### config.mk
export PLATFORM = sky130hd
export DESIGN_NAME = axistream_unpack_keep_flat
export DESIGN_NICKNAME = d
export VERILOG_FILES = /design/src/rtl/axistream_unpack_keep_if.sv /design/src/rtl/axistream_unpack_keep.sv /design/src/flat_wrapper.sv
export SDC_FILE = /design/constraint.sdc
export NUM_CORES = 1
export LEC_CHECK = 0
export CAP_MARGIN = 40
export CORE_MARGIN = 2
export CORE_UTILIZATION = 40
export CTS_CLUSTER_DIAMETER = 100
export CTS_CLUSTER_SIZE = 30
export DETAILED_ROUTE_END_ITERATION = 12
export PLACE_DENSITY = 0.67
export SETUP_SLACK_MARGIN = 0.2
export SYNTH_ARGS = -nofsm -noshare
export SYNTH_HDL_FRONTEND = slang
export SYNTH_SLANG_ARGS = --single-unit
### constraint.sdc
create_clock -name clk -period 6.1 [get_ports clk]
set_clock_uncertainty 0.2 [all_clocks]
set_input_delay 0.61 -clock clk [delete_from_list [all_inputs] [get_ports clk]]
set_output_delay 0.61 -clock clk [all_outputs]
set_load 0.005 [all_outputs]
### src/rtl/axistream_unpack_keep_if.sv
// Wide-to-narrow AXI-Stream bundle for the unpacker: one wide keep-qualified
// source word per beat on the src side, one element per beat on the dest side.
interface axistream_unpack_keep_if #(
  parameter int DATA_WIDTH = 8,
  parameter int NUM_PACK   = 4
);
  // Handshake: a beat transfers on a rising clk edge where tvalid && tready.
  // A source holding tvalid keeps its payload stable until that edge and
  // never waits on tready before raising tvalid.
  logic                           src_tvalid;
  logic                           src_tready;
  logic [DATA_WIDTH*NUM_PACK-1:0] src_tdata;
  logic [NUM_PACK-1:0]            src_tkeep;
  logic                           src_tlast;

  logic                           dest_tvalid;
  logic                           dest_tready;
  logic [DATA_WIDTH-1:0]          dest_tdata;
  logic                           dest_tlast;

  modport master (
    output src_tvalid, src_tdata, src_tkeep, src_tlast, dest_tready,
    input  src_tready, dest_tvalid, dest_tdata, dest_tlast
  );

  modport slave (
    input  src_tvalid, src_tdata, src_tkeep, src_tlast, dest_tready,
    output src_tready, dest_tvalid, dest_tdata, dest_tlast
  );
endinterface

### src/rtl/axistream_unpack_keep.sv
// Splits one wide keep-qualified AXI-Stream word into NUM_PACK narrow elements,
// emitting only the kept prefix in the selected element order.
module axistream_unpack_keep #(
  parameter int DATA_WIDTH = 8,
  parameter int NUM_PACK   = 4,
  parameter bit BIG_ENDIAN = 1'b0
) (
  input  logic                  clk,
  input  logic                  rst,
  axistream_unpack_keep_if.slave axis,
  output logic                  keep_err
);

  localparam int IW = (NUM_PACK > 1) ? $clog2(NUM_PACK) : 1;
  localparam int CW = $clog2(NUM_PACK + 1);

  logic [DATA_WIDTH*NUM_PACK-1:0] data_buf;
  logic [CW-1:0]                  k_buf;
  logic                           last_buf;
  logic [IW-1:0]                  idx;
  logic                           full;

  logic [CW-1:0]       k_in;
  logic [NUM_PACK-1:0] mask_exp;
  logic                keep_ok;
  logic                at_last;
  logic [IW-1:0]       sel;
  logic [DATA_WIDTH-1:0] slice;
  logic                src_fire;
  logic                dest_fire;

  // A mask is accepted only when it equals the contiguous prefix of its own
  // popcount, taken in send order.
  always_comb begin
    k_in     = '0;
    mask_exp = '0;
    for (int i = 0; i < NUM_PACK; i++) begin
      k_in = k_in + CW'(axis.src_tkeep[i]);
    end
    for (int i = 0; i < NUM_PACK; i++) begin
      if (BIG_ENDIAN) mask_exp[i] = (CW'(NUM_PACK - 1 - i) < k_in);
      else            mask_exp[i] = (CW'(i) < k_in);
    end
    keep_ok = (k_in != '0) && (axis.src_tkeep == mask_exp);
  end

  assign at_last = (CW'(idx) == (k_buf - CW'(1)));
  assign sel     = BIG_ENDIAN ? (IW'(NUM_PACK - 1) - idx) : idx;

  always_comb begin
    slice = '0;
    for (int i = 0; i < NUM_PACK; i++) begin
      if (IW'(i) == sel) slice = data_buf[i*DATA_WIDTH +: DATA_WIDTH];
    end
  end

  assign axis.dest_tvalid = full && !rst;
  assign axis.dest_tdata  = slice;
  assign axis.dest_tlast  = last_buf && at_last;
  // Ready while the last element leaves lets back-to-back words stream bubble-free.
  assign axis.src_tready  = !rst && (!full || (axis.dest_tready && at_last));

  assign src_fire  = axis.src_tvalid && axis.src_tready;
  assign dest_fire = axis.dest_tvalid && axis.dest_tready;

  always_ff @(posedge clk) begin
    if (rst) begin
      data_buf <= '0;
      k_buf    <= '0;
      last_buf <= 1'b0;
      idx      <= '0;
      full     <= 1'b0;
      keep_err <= 1'b0;
    end else begin
      if (dest_fire) begin
        if (!at_last) idx  <= idx + IW'(1);
        else          full <= 1'b0;
      end
      // A dropped (bad-mask) word leaves the buffer state alone.
      if (src_fire) begin
        keep_err <= !keep_ok;
        if (keep_ok) begin
          data_buf <= axis.src_tdata;
          k_buf    <= k_in;
          last_buf <= axis.src_tlast;
          idx      <= '0;
          full     <= 1'b1;
        end
      end
    end
  end

endmodule
### src/flat_wrapper.sv
// flat-port wrapper written by rule: the top's interface ports become plain ports
module axistream_unpack_keep_flat 
#(
  parameter int DATA_WIDTH = 8,
  parameter int NUM_PACK   = 4,
  parameter bit BIG_ENDIAN = 1'b0
)
  (clk, rst, keep_err, axis_src_tvalid, axis_src_tdata, axis_src_tkeep, axis_src_tlast, axis_dest_tready, axis_src_tready, axis_dest_tvalid, axis_dest_tdata, axis_dest_tlast);
  axistream_unpack_keep_if #(.DATA_WIDTH(DATA_WIDTH), .NUM_PACK(NUM_PACK)) axis_i ();
  input  logic clk;
  input  logic rst;
  output logic keep_err;
  input wire logic [$bits(axis_i.src_tvalid)-1:0] axis_src_tvalid;
  input wire logic [$bits(axis_i.src_tdata)-1:0] axis_src_tdata;
  input wire logic [$bits(axis_i.src_tkeep)-1:0] axis_src_tkeep;
  input wire logic [$bits(axis_i.src_tlast)-1:0] axis_src_tlast;
  input wire logic [$bits(axis_i.dest_tready)-1:0] axis_dest_tready;
  output wire logic [$bits(axis_i.src_tready)-1:0] axis_src_tready;
  output wire logic [$bits(axis_i.dest_tvalid)-1:0] axis_dest_tvalid;
  output wire logic [$bits(axis_i.dest_tdata)-1:0] axis_dest_tdata;
  output wire logic [$bits(axis_i.dest_tlast)-1:0] axis_dest_tlast;
  assign axis_i.src_tvalid = axis_src_tvalid;
  assign axis_i.src_tdata = axis_src_tdata;
  assign axis_i.src_tkeep = axis_src_tkeep;
  assign axis_i.src_tlast = axis_src_tlast;
  assign axis_i.dest_tready = axis_dest_tready;
  assign axis_src_tready = axis_i.src_tready;
  assign axis_dest_tvalid = axis_i.dest_tvalid;
  assign axis_dest_tdata = axis_i.dest_tdata;
  assign axis_dest_tlast = axis_i.dest_tlast;
  axistream_unpack_keep #(.DATA_WIDTH(DATA_WIDTH), .NUM_PACK(NUM_PACK), .BIG_ENDIAN(BIG_ENDIAN)) u_core (.clk(clk), .rst(rst), .axis(axis_i), .keep_err(keep_err));
endmodule
==> flow_metrics.tcl <==
set metrics [dict create \
    outcome "finished, final reports clean" \
    setup_viol_count_final 0 \
    final_period_minus_worst_setup_slack_ns 3.65 \
    detail-route-antenna-nets 0 \
    cp_slowest_cell "sky130_fd_sc_hd__and3_1" \
    unrepaired_setup_endpoints_after_global_routing "no" \
    netlist_instances 270 \
    timing.critical_path.required_ns 6.11 \
    pwr-share-comb_pct 14.0 \
    place_ws_ns 2.21 \
    cts_post_setup_buffers_inserted 0 \
    synthesis.nets 321 \
    overflow_left_after_global_routing 0 \
    clock_power_share_pct 39.9 \
    place_congestion 0.779 \
    power.share.sequential_pct 46.1 \
    switch_share_pct 23.9 \
    ys_seq_elements 40 \
    critical_path_data_arrival_time_ns 3.66 \
    slew_headroom_pct 65.2 \
    grt_pass1_wl_um 9160 \
    synth_async_sr_flop_share_pct 0 \
    design.core.area_um2 5070 \
    min_path_cells 2 \
    design.die.area_um2 5840 \
    num_antenna_cells 0 \
    nets 361 \
    max_cap_viol_count 0 \
    post_cts_resize_count 0 \
    crit_path_end_kind "flip-flop" \
    critical_path.reg2reg.startpoint "u_core.k_buf[0]" \
    drive_gt1_share_pct 4.82 \
    dr_wl_met3_um 243 \
    synth_cell_types 31 \
    synth.cell_area_um2 2100 \
    number_of_antenna_violations_at_the_first_check_in_global_routing 0 \
    detailroute.wirelength.met2_um 2470 \
    io-pin-count 53 \
    synth-edff-count 0 \
    fin_crit_sh_pct 59.9 \
    clock-root-buffer "sky130_fd_sc_hd__clkbuf_8" \
    setup_tns_ns 0 \
    postSynthAreaPerCell_um2 7.77 \
    clkLatencyLatePin_ns 0.29 \
    path_cells "clkdlybuf4s50_1 -> ha_1 -> inv_1 -> fa_1 -> inv_1 -> ha_1 -> or2_2 -> o21ai_0 -> and3_1 -> buf_4 -> a21oi_1 -> a211oi_1" \
    finalHoldWorstSlack_ns 0.284 \
    pin_slew_with_the_least_headroom_to_its_limit_ns 0.522 \
    worst_ir_drop_vdd_uv 148 \
    startpoint_of_the_worst_hold_path "u_core.k_buf[1]" \
    cell_internal_pwr_uw 439 \
    gr-usage-all-layers_pct 19.0 \
    cpPeakStageDelay_ns 0.52 \
    htreeDepth 2 \
    timing.final.max_slew_violations 0 \
    power.net_switching_uw 138 \
    clock_path_buffers 2 \
    report.final.hold_viol_count 0 \
    syn_to_final_growth_pct 30.2 \
    final_cell_mix "53 x sky130_fd_sc_hd__a21oi_1, 52 x sky130_fd_sc_hd__clkdlybuf4s50_1, 43 x sky130_fd_sc_hd__o21ai_0, 40 x sky130_fd_sc_hd__dfxtp_1, 36 x sky130_fd_sc_hd__nand3_1" \
    criticalPathCategory "input port to flip-flop" \
    detail_route.wl_per_cell_um 14.1 \
    vias 2036 \
    dieWidth_um 76.4 \
    floorplan.initialDensity_pct 41.3 \
    power.density_nw_per_um2 211 \
    number_of_global_route_vias_before_repair 1953 \
    cts_tree "built" \
    detailed_place.area_um2 2610 \
    place.detailed.hpwl_um 3610 \
    finish.instance_area_um2 2730 \
    cts_hold_buffers 0 \
    detailedRoute.firstIterationViolations 158 \
    drc 0 \
    p_leak_nw 0.890 \
    hold_path.class "flip-flop to flip-flop" \
    grt_start_max_net_pins 44 \
    min_to "u_core.k_buf[1]" \
    r2r_slack_ns 3.51 \
    met1_length_um 2610 \
    drt-total-wl_um 5360 \
    start_kind "input port" \
    dr.pass1.iters 4 \
    layout.cells.most_common "sky130_fd_sc_hd__a21oi_1" \
    placement.io_buffers 52 \
    die_height_um 76.4 \
    rows 26 \
    ys.warnings.count 0 \
    max_freq_mhz 274 \
    maxUsedRoutingLayer "met4" \
    worst_slack_ns 2.45 \
    post_drt_via_cell_ratio 5.34 \
    yosys_most_used_dff "sky130_fd_sc_hd__dfxtp_1" \
    cts-buffers-inserted 5 \
    synth_seq_area_share_pct 38.2 \
    worstRegToRegCells 8 \
    timing.critical_path.fanout_max 22 \
    timing.rr.end "u_core.data_buf[6]" \
    cts.reportedPaths.clkPinSlew_ns 0.07 \
    clock_sinks 40 \
]
## critical path, delay by kind of cell
family / cells / cell delay, ns
buf+inv: 4 / 0.93
simple gates: 2 / 0.83
fa+ha+maj: 3 / 0.73
compound gates: 3 / 0.55
## power by group through the flow
| stage | Combinational [mW] | Sequential (mW) | Clock (mW) |
|---|---|---|---|
| after floorplan | 0.0441 | 0.272 | 0 |
| after global placement | 0.0789 | 0.272 | 0 |
| after detailed placement | 0.0802 | 0.272 | 0 |
| after CTS | 0.0810 | 0.266 | 0.232 |
| after global routing | 0.0901 | 0.266 | 0.243 |
| final | 0.0807 | 0.266 | 0.231 |
## cell usage after synthesis (2+ instances only)
library cell	instances	share of area [%]
sky130_fd_sc_hd__clkbuf_2	3	0.72
sky130_fd_sc_hd__nor3_1	3	0.72
sky130_fd_sc_hd__a21oi_1	53	13
sky130_fd_sc_hd__nand2_1	20	3.6
sky130_fd_sc_hd__nand3b_1	8	2.9
sky130_fd_sc_hd__nor2_1	2	0.36
sky130_fd_sc_hd__clkbuf_1	11	2.0
sky130_fd_sc_hd__nor2b_1	4	1.2
sky130_fd_sc_hd__buf_2	4	0.95
sky130_fd_sc_hd__buf_1	2	0.36
sky130_fd_sc_hd__buf_8	3	2.1
sky130_fd_sc_hd__inv_1	10	1.8
sky130_fd_sc_hd__ha_1	9	5.4
sky130_fd_sc_hd__xnor2_1	5	2.1
sky130_fd_sc_hd__nand3_1	36	8.6
sky130_fd_sc_hd__dfxtp_1	40	38
sky130_fd_sc_hd__o21ai_0	43	10
## registers in the layout, summed over array words and instances, names as in the netlist
register	cells
u_core.data_buf	32
u_core.full	1
u_core.idx	2
u_core.k_buf	3
u_core.keep_err	1
u_core.last_buf	1
## stage by stage
step | util, % | std cells | power [mW]
after detailed placement | 51.5 | 373 | 0.352
after global routing | 53.8 | 381 | 0.600
after floorplan | - | 270 | 0.316
after CTS | 53.8 | 381 | 0.580
after global placement | 51.2 | 372 | 0.351
final | 53.8 | 381 | 0.577
## area by class of cell
type / count / area, um2
fillers: 538 / 2340
repair buffers: 57 / 566
well taps: 70 / 87.6
multi-input cells: 196 / 1120
flip-flops and latches: 40 / 801
clock buffers: 6 / 82.6
clock inverters: 2 / 38.8
inverters: 10 / 37.5
## routing by layer
| metal | up-vias | global-route usage [%] |
|---|---|---|
| met5 | - | 0 |
| met4 | 0 | 3.09 |
| met3 | 6 | 5.21 |
| met2 | 59 | 29.8 |
| met1 | 947 | 26.5 |
| li1 | 1024 | - |
## worst max path at each step
stage | startpoint | to | slack [ns] | cells after the start
after global placement | axis_src_tkeep[0] | u_core.k_buf[0] | 2.24 | 11
after CTS | axis_src_tkeep[0] | u_core.k_buf[0] | 2.45 | 12
after global routing | axis_src_tkeep[0] | u_core.k_buf[0] | 2.23 | 11
after detailed placement | axis_src_tkeep[0] | u_core.k_buf[0] | 2.21 | 12
after floorplan | axis_src_tkeep[0] | u_core.data_buf[0] | 3.25 | 11
final | axis_src_tkeep[0] | u_core.k_buf[0] | 2.45 | 12
## cells by family (layout without fill, tap and decap cells)
family          count (synthesis)  after routing  synth area share, %
compound gates                101            101                 25.2
xor+xnor                        6              6                 2.50
simple gates                   78             78                 18.9
buf+inv                        34             75                 8.47
flops                          40             40                 38.2
fa+ha+maj                      10             10                 6.32
mux                             1              1                0.477
Note: power is estimated with default switching activity, not from simulation.
